`src/rtl/multi_digit_ssd_scanner.sv`:
```
// Time-multiplexed seven-segment scanner: NUM_DIGITS hex digits on a shared
// segment bus, with strobed shadow load, per-digit decimal points, optional
// leading-zero blanking and 16-level PWM brightness per digit slot.
module multi_digit_ssd_scanner #(
   parameter int unsigned NUM_DIGITS     = 8,
   parameter int unsigned REFRESH_DIV    = 16384,
   parameter bit          SEG_ACTIVE_LOW = 1'b1,
   parameter bit          SEL_ACTIVE_LOW = 1'b1
) (
   input  logic                      clk,
   input  logic                      rstn,
   input  logic [4*NUM_DIGITS-1:0]   din,
   input  logic [NUM_DIGITS-1:0]     dp_in,
   input  logic                      blank_lz,
   input  logic                      din_valid,
   input  logic [3:0]                brightness,
   output logic [6:0]                dout,
   output logic                      dp,
   output logic [NUM_DIGITS-1:0]     sel
);

   localparam int unsigned PRE_CNT = REFRESH_DIV / 16;
   localparam int unsigned PRE_W   = (PRE_CNT > 1) ? $clog2(PRE_CNT) : 1;
   localparam int unsigned DIG_W   = (NUM_DIGITS > 1) ? $clog2(NUM_DIGITS) : 1;

   localparam logic [6:0]            SEG_OFF = SEG_ACTIVE_LOW ? 7'h7F : 7'h00;
   localparam logic                  DP_OFF  = SEG_ACTIVE_LOW;
   localparam logic [NUM_DIGITS-1:0] SEL_OFF = SEL_ACTIVE_LOW ? {NUM_DIGITS{1'b1}}
                                                              : {NUM_DIGITS{1'b0}};

   logic [PRE_W-1:0]        r_pre;
   logic [3:0]              r_phase;
   logic [DIG_W-1:0]        r_digit;
   logic [3:0]              r_bright;
   logic [4*NUM_DIGITS-1:0] r_din_sh;
   logic [NUM_DIGITS-1:0]   r_dp_sh;
   logic                    r_blz_sh;
   logic [6:0]              r_dout;
   logic                    r_dp;
   logic [NUM_DIGITS-1:0]   r_sel;

   logic                    w_pre_wrap;
   logic                    w_phase_wrap;
   logic                    w_slot_start;
   logic [3:0]              w_bright;
   logic                    w_en;
   logic [3:0]              w_nib;
   logic                    w_dp_sel;
   logic                    w_blank;
   logic [6:0]              w_seg_hi;
   logic [NUM_DIGITS-1:0]   w_sel_hi;

   assign w_pre_wrap   = (r_pre == PRE_W'(PRE_CNT - 1));
   assign w_phase_wrap = w_pre_wrap && (r_phase == 4'hF);
   assign w_slot_start = (r_pre == '0) && (r_phase == 4'h0);
   // The first cycle of a slot already uses the freshly sampled brightness
   assign w_bright     = w_slot_start ? brightness : r_bright;
   assign w_en         = (r_phase < w_bright);

   // Free-running prescaler -> phase -> digit index chain and brightness latch
   always_ff @(posedge clk or negedge rstn) begin
      if (!rstn) begin
         r_pre    <= '0;
         r_phase  <= 4'h0;
         r_digit  <= '0;
         r_bright <= 4'h0;
      end else begin
         r_pre <= w_pre_wrap ? '0 : r_pre + PRE_W'(1);
         if (w_pre_wrap) begin
            r_phase <= r_phase + 4'd1;
         end
         if (w_phase_wrap) begin
            r_digit <= (r_digit == DIG_W'(NUM_DIGITS - 1)) ? '0 : r_digit + DIG_W'(1);
         end
         if (w_slot_start) begin
            r_bright <= brightness;
         end
      end
   end

   // Shadow registers captured only on the load strobe, so the scan never tears
   always_ff @(posedge clk or negedge rstn) begin
      if (!rstn) begin
         r_din_sh <= '0;
         r_dp_sh  <= '0;
         r_blz_sh <= 1'b0;
      end else if (din_valid) begin
         r_din_sh <= din;
         r_dp_sh  <= dp_in;
         r_blz_sh <= blank_lz;
      end
   end

   // Select current digit's nibble/dp, leading-zero blank flag and one-hot enable
   always_comb begin : p_digit_sel
      logic v_zero_above;
      w_nib        = 4'h0;
      w_dp_sel     = 1'b0;
      w_blank      = 1'b0;
      w_sel_hi     = '0;
      v_zero_above = 1'b1;
      for (int i = int'(NUM_DIGITS) - 1; i >= 0; i--) begin
         v_zero_above = v_zero_above && (r_din_sh[4*i +: 4] == 4'h0);
         if (r_digit == DIG_W'(i)) begin
            w_nib       = r_din_sh[4*i +: 4];
            w_dp_sel    = r_dp_sh[i];
            w_blank     = r_blz_sh && v_zero_above && (i != 0);
            w_sel_hi[i] = w_en;
         end
      end
   end

   // Hex to seven-segment decode, active-high {g,f,e,d,c,b,a}
   always_comb begin
      w_seg_hi = 7'h00;
      case (w_nib)
         4'h0: w_seg_hi = 7'h3F;
         4'h1: w_seg_hi = 7'h06;
         4'h2: w_seg_hi = 7'h5B;
         4'h3: w_seg_hi = 7'h4F;
         4'h4: w_seg_hi = 7'h66;
         4'h5: w_seg_hi = 7'h6D;
         4'h6: w_seg_hi = 7'h7D;
         4'h7: w_seg_hi = 7'h07;
         4'h8: w_seg_hi = 7'h7F;
         4'h9: w_seg_hi = 7'h6F;
         4'hA: w_seg_hi = 7'h77;
         4'hB: w_seg_hi = 7'h7C;
         4'hC: w_seg_hi = 7'h39;
         4'hD: w_seg_hi = 7'h5E;
         4'hE: w_seg_hi = 7'h79;
         default: w_seg_hi = 7'h71;
      endcase
   end

   // Registered pin drive; segments and dp forced off whenever the digit is dark
   always_ff @(posedge clk or negedge rstn) begin
      if (!rstn) begin
         r_sel  <= SEL_OFF;
         r_dout <= SEG_OFF;
         r_dp   <= DP_OFF;
      end else begin
         r_sel  <= SEL_ACTIVE_LOW ? ~w_sel_hi : w_sel_hi;
         r_dout <= (w_en && !w_blank) ? (SEG_ACTIVE_LOW ? ~w_seg_hi : w_seg_hi) : SEG_OFF;
         r_dp   <= (w_en && w_dp_sel) ? ~DP_OFF : DP_OFF;
      end
   end

   assign dout = r_dout;
   assign dp   = r_dp;
   assign sel  = r_sel;

endmodule

```
`config.mk`:
```
export PLATFORM = sky130hd
export DESIGN_NAME = multi_digit_ssd_scanner
export DESIGN_NICKNAME = d
export VERILOG_FILES = /design/src/rtl/multi_digit_ssd_scanner.sv
export SDC_FILE = /design/constraint.sdc
export NUM_CORES = 1
export LEC_CHECK = 0
export BUFFER_PORTS_ARGS = -buffer_cell sky130_fd_sc_hd__buf_4
export CORE_AREA = 2 2 96 98
export DETAILED_ROUTE_END_ITERATION = 10
export DIE_AREA = 0 0 98 100
export GPL_TIMING_DRIVEN = 0
export PLACE_DENSITY = 0.78
export SYNTH_ARGS = -nofsm -noshare
export SYNTH_HDL_FRONTEND = slang
export SYNTH_SLANG_ARGS = --single-unit
```
`constraint.sdc`:
```
create_clock -name clk -period 2.8 [get_ports clk]
set_clock_uncertainty 0.1 [all_clocks]
set_input_delay 0.56 -clock clk [delete_from_list [all_inputs] [get_ports clk]]
set_output_delay 0.56 -clock clk [all_outputs]
set_load 0.1 [all_outputs]
```
* After elaboration in Yosys (flattened, before gate mapping)
Memory sizes are Yosys's and may differ from the RTL's. Index checks and enable logic that the tools add are counted.
Cells by class: add/sub/neg operators 3, order comparisons 1, equality and inequality tests 9, mux-type cells 37, bitwise gates (word level) 2, reduce and logical (&&, ||, !) cells 28
Operator list (count):
- two-way mux 4 bit | 9
- zero test 4 bit | 8
- two-way mux 1 bit | 25
- logical AND 1 bit | 17
- == test 3 bit, second input constant | 4
- adder 10 x 1 -> 10 bit, second input constant | 1
- == test 10 bit, second input constant | 1
- zero test 10 bit | 1
- two-way mux 10 bit | 1
- inverter 8 bit | 1
- two-way mux 7 bit | 1
- inverter 7 bit | 1
- == test 3 x 2 -> 1 bit, second input constant | 2
- adder 4 x 1 -> 4 bit, second input constant | 1
- == test 4 bit, second input constant | 1
- < comparator 4 bit | 1
- adder 3 x 1 -> 3 bit, second input constant | 1
- == test 3 x 1 -> 1 bit, second input constant | 1
- zero test 3 bit | 1
- two-way mux 3 bit | 1
- zero test 1 bit | 1
Word-level totals: bits in registers 78, ROM bits 112, bits of input ports 48, output and inout bits 16, word-level logic and storage cells 91, memories 1
Memories:
- (no name shown) | depth 16, width 7, rd ports 1, clocked after Yosys merged registers in 0, write ports 0, line 116 | case (w_nib)

* Longest topological paths before layout
depth in word-level cells 13, gate-level depth with buffers 15, gate-level depth less buffers 13

* Worst setup path after synthesis
Ideal clock, no wire load.
path kind register -> register, start reg r_pre[0], end reg r_dout[3], in the netlist dout[3], arrival 2.733 ns, data required time 2.623 ns, setup slack -0.110 ns, stages on the path, launching flop included 16, buffers on the path 2, clock period less this slack 2.910 ns, path through dfrtp_1 inv_1 ha_1 nor4b_2 nand3_1 mux2_2 inv_1 ha_1 a21o_1 a21o_1 a21oi_1 o21a_1 buf_6 and3_4 buf_6 a21bo_1
Between the ends: word-level cells in the longest chain between the ends 6
RTL lines:
- start, declared | line 31 | logic [PRE_W-1:0] r_pre;
- start signal, assigned | line 68 | r_pre <= w_pre_wrap ? '0 : r_pre + PRE_W'(1);
- zero test 10 bit | line 55 | assign w_slot_start = (r_pre == '0) && (r_phase == 4'h0);
- logical AND 1 bit | line 55
- two-way mux 4 bit
- via w_bright[1] | line 45 | logic [3:0] w_bright;
- < comparator 4 bit | line 58 | assign w_en = (r_phase < w_bright);
- logical AND 1 bit | line 144 | r_dout <= (w_en && !w_blank) ? (SEG_ACTIVE_LOW ? ~w_seg_hi : w_seg_hi) : SEG_OFF;
- two-way mux 7 bit | line 144
- end signal, assigned | line 144
- end, declared | line 38 | logic [6:0] r_dout;
The timed path passes the listed nets, and every way through them passes these cells. A chain may end at the register's enable or synchronous reset.

* Worst setup path in the final report
start reg r_phase[0], end reg r_dout[3], in the netlist dout[3]
Between the ends: word-level cells in the longest chain between the ends 6
RTL lines:
- start, declared | line 32 | logic [3:0] r_phase;
- start signal, assigned | line 70 | r_phase <= r_phase + 4'd1;
- zero test 4 bit | line 55
- logical AND 1 bit | line 55
- two-way mux 4 bit
- via w_bright[1] | line 45
- < comparator 4 bit | line 58
- logical AND 1 bit | line 144
- two-way mux 7 bit | line 144
The timed path passes the listed nets, and every way through them passes these cells.

==> key figures <==
Synth
  • Synth area leaders: dfrtp_1, mux2_2, dfstp_2
  • Mapped Cells: 368
  • Synth warn: 0
  • Syn nets: 435
  • Library cells used by synthesis: 56
  • Top cell type by total area after synthesis: dfrtp_1
  • Synth top area share: 0.374
  • Top-count cell post-synth: dfrtp_1
  • Post-Syn Area: 4150 um^2
  • Post-synth ARST share: 1.00
  • Top FF cell, synth: dfrtp_1
  • Flops & latches, synth: 78
  • Post-synthesis sequential area ratio: 0.476
  • Top post-synthesis cells by count: dfrtp_1, mux2_2, nand2_1
  • EDFF count, synth: 0
  • Syn_area_per_cell: 11.3 um^2

Timing
  • Fin crit share: 1.04
  • Slew Limit Fails: 0
  • Worst slew pin tran: 0.954 ns
  • Setup violations, final: 8
  • Final min period: 2.92 ns
  • Final hold violation count: 0
  • Setup ws final: -0.116 ns
  • Hold slack final: 0.245 ns
  • Max Clk Rate: 343 MHz
  • Max_slew headroom: 0.364
  • Setup repair after global routing missed its margin: yes

Placed design
  • GP Congestion: 0.998
  • HPWL Detailed: 6720 um
  • Pre-CTS setup slack: -0.349 ns
  • PortBufs: 62

Clock tree
  • Worst-Skew Late Latency: 0.37 ns
  • CTS clock-pin slew for the worst setup and hold paths: 0.10 ns
  • Clk buf depth: 2
  • Cts bufs inserted: 9
  • H-tree levels: 3
  • CTS sink cnt: 78
  • Root buf cell: clkbuf_8
  • TritonCTS clock tree: built
  • Cts hold-fix bufs: 0

Critical path
  • CP Launch Type: register
  • R2R setup slack: -0.12 ns
  • Worst endpoint required time: 3.00 ns
  • Reg-to-Reg Start: r_phase[0]
  • Worst-path fanout max: 7
  • CP arrival: 3.11 ns
  • FF-to-FF path depth: 14
  • Critical R2R Capture: dout[3]
  • Critical path class: reg -> reg
  • Capturing element type of the critical path: register

Run
  • Maxcap violations: 0

Cells and area
  • Fillers: 728
  • Share of cells above drive strength 1: 0.434
  • Layout area overhead: 25.9%
  • ANT cells: 0
  • Final net count: 527
  • Utilization after layout: 0.587

Status
  • Failing checks: setup timing
  • Outcome: complete, but fails checks

Die
  • Die width: 98 um
  • Core area: 8890 um^2
  • Die Span Y: 100 um
  • I/O Pins: 64
  • Initial Utilization: 0.466
  • Die ar.: 9800 um^2
  • # rows: 35

GRT
  • Total grt overflow: 0
  • Pin count of the biggest net entering global routing: 79
  • First-pass GRT wire length: 16000 um
  • GRT Util Overall: 0.204
  • Vias in the first global route: 3360
  • Initial antenna violation count: 0

Routing
  • Antenna Violating Nets Remaining: 0
  • Via Count: 3291
  • Final WL: 9750 um
  • Post-route DRC: 0
  • DR vias/cell: 5.71
  • WL/cell: 16.9 um
  • DRT iter0 DRCs: 210
  • Initial DRT Pass Iterations: 5

Min path
  • Worst min path class: in -> async

Power and ir drop
  • Peak supply drop: 0.206 mV
  • Pwr/cell area: 484 nW/um^2
  • Leakage: 2.28 nW
[logic make-up after synthesis]
family,count (synthesis),synth area share
fa+ha+maj,19,0.0574
simple gates,100,0.132
mux,52,0.140
compound gates,74,0.130
buf+inv,34,0.0414
flops,78,0.476
xor+xnor,11,0.0232
[repair_timing]
action                                 CTS  global route
setup buffers                           15             6
setup endpoints to repair                8            16
endpoints found under the hold margin    0             0
pin swaps                                4             9
resized for setup                       14            13
[through the flow]
stage | area (um^2) | setup TNS (ns) | total power [mW] | cells
global placement | 4800 | -1.66 | 1.74 | 541
finish | 5220 | -0.362 | 2.53 | 576
detailed placement | 4800 | -2.20 | 1.76 | 541
floorplan | 4200 | -0.0943 | 1.61 | 368
CTS | 5120 | -0.257 | 2.54 | 570
global route | 5220 | -2.11 | 2.63 | 576
[flip-flops by register name, indices dropped and copies added (netlist names)]
signal,flops
r_phase,4
r_blz_sh,1
r_din_sh,32
r_bright,4
dp,1
dout,7
r_dp_sh,8
r_pre,10
r_digit,3
sel,8
[placed cells by master (no fill, tap or decap), types with 5 or more instances in the layout]
cell       synthesis  routed
clkbuf_8           0       9
nand2b_1           6       6
o22ai_1            6       5
buf_4              5      86
dfstp_2           16      16
ha_1              19      13
mux2i_1            7       7
xnor2_1            7       7
dfrtp_1           62      60
nand3_1           14      13
nor2_1            14      13
clkbuf_1           8       7
nand2_1           28      28
o21ai_0           14      13
mux2_2            44      43
a2bb2oi_1          6       5
a21oi_1           11       9
nor2b_1           11      11
inv_1             16      10
o211ai_1           7       7
inv_2              0       5
[metal layers]
| metal | global-route usage | vias up | wire length (um) |
|---|---|---|---|
| met5 | 0 | - | 0 |
| met4 | 0.0823 | 0 | 204 |
| met3 | 0.0501 | 21 | 646 |
| met2 | 0.344 | 140 | 4850 |
| met1 | 0.253 | 1619 | 4050 |
| li1 | - | 1511 | - |
[worst max-delay path, stage by stage, from the launching register on]
cell	delay, ns
dfrtp_1	0.41
inv_2	0.09
ha_4	0.13
nor4b_4	0.21
nand3_2	0.13
mux2_4	0.35
inv_4	0.06
ha_4	0.19
a21o_1	0.15
a21o_1	0.18
a21oi_2	0.13
o21a_1	0.15
buf_6	0.12
and3_4	0.22
a21bo_1	0.21
[power by group]
part | total (mW) | internal (mW) | leakage [nW] | switching, mW
clock | 0.777 | 0.330 | 0.0824 | 0.447
sequential | 1.28 | 1.22 | 0.915 | 0.0608
combinational | 0.466 | 0.183 | 1.29 | 0.282
[area by class of cell]
type | instances | area, um^2 | share of cell area
Buffer | 16 | 114 | 0.0218
Clock buffer | 9 | 124 | 0.0237
Clock inverter | 7 | 57.6 | 0.0110
Inverter | 16 | 62.6 | 0.0120
Multi-Input combinational cell | 256 | 2120 | 0.407
Sequential cell | 78 | 1970 | 0.378
Tap cell | 111 | 139 | 0.0266
Timing Repair Buffer | 83 | 623 | 0.119
[worst max path at each step]
| stage | start | to |
|---|---|---|
| 3_5_place_dp | r_digit[2] | dout[1] |
| 3_3_place_gp | r_digit[2] | dout[1] |
| 5_1_grt | r_pre[0] | dout[3] |
| 4_1_cts | r_phase[1] | dout[3] |
| 2_1_floorplan | r_pre[0] | dout[3] |
| 6_report | r_phase[0] | dout[3] |
Power figures use the tool's default switching activity.
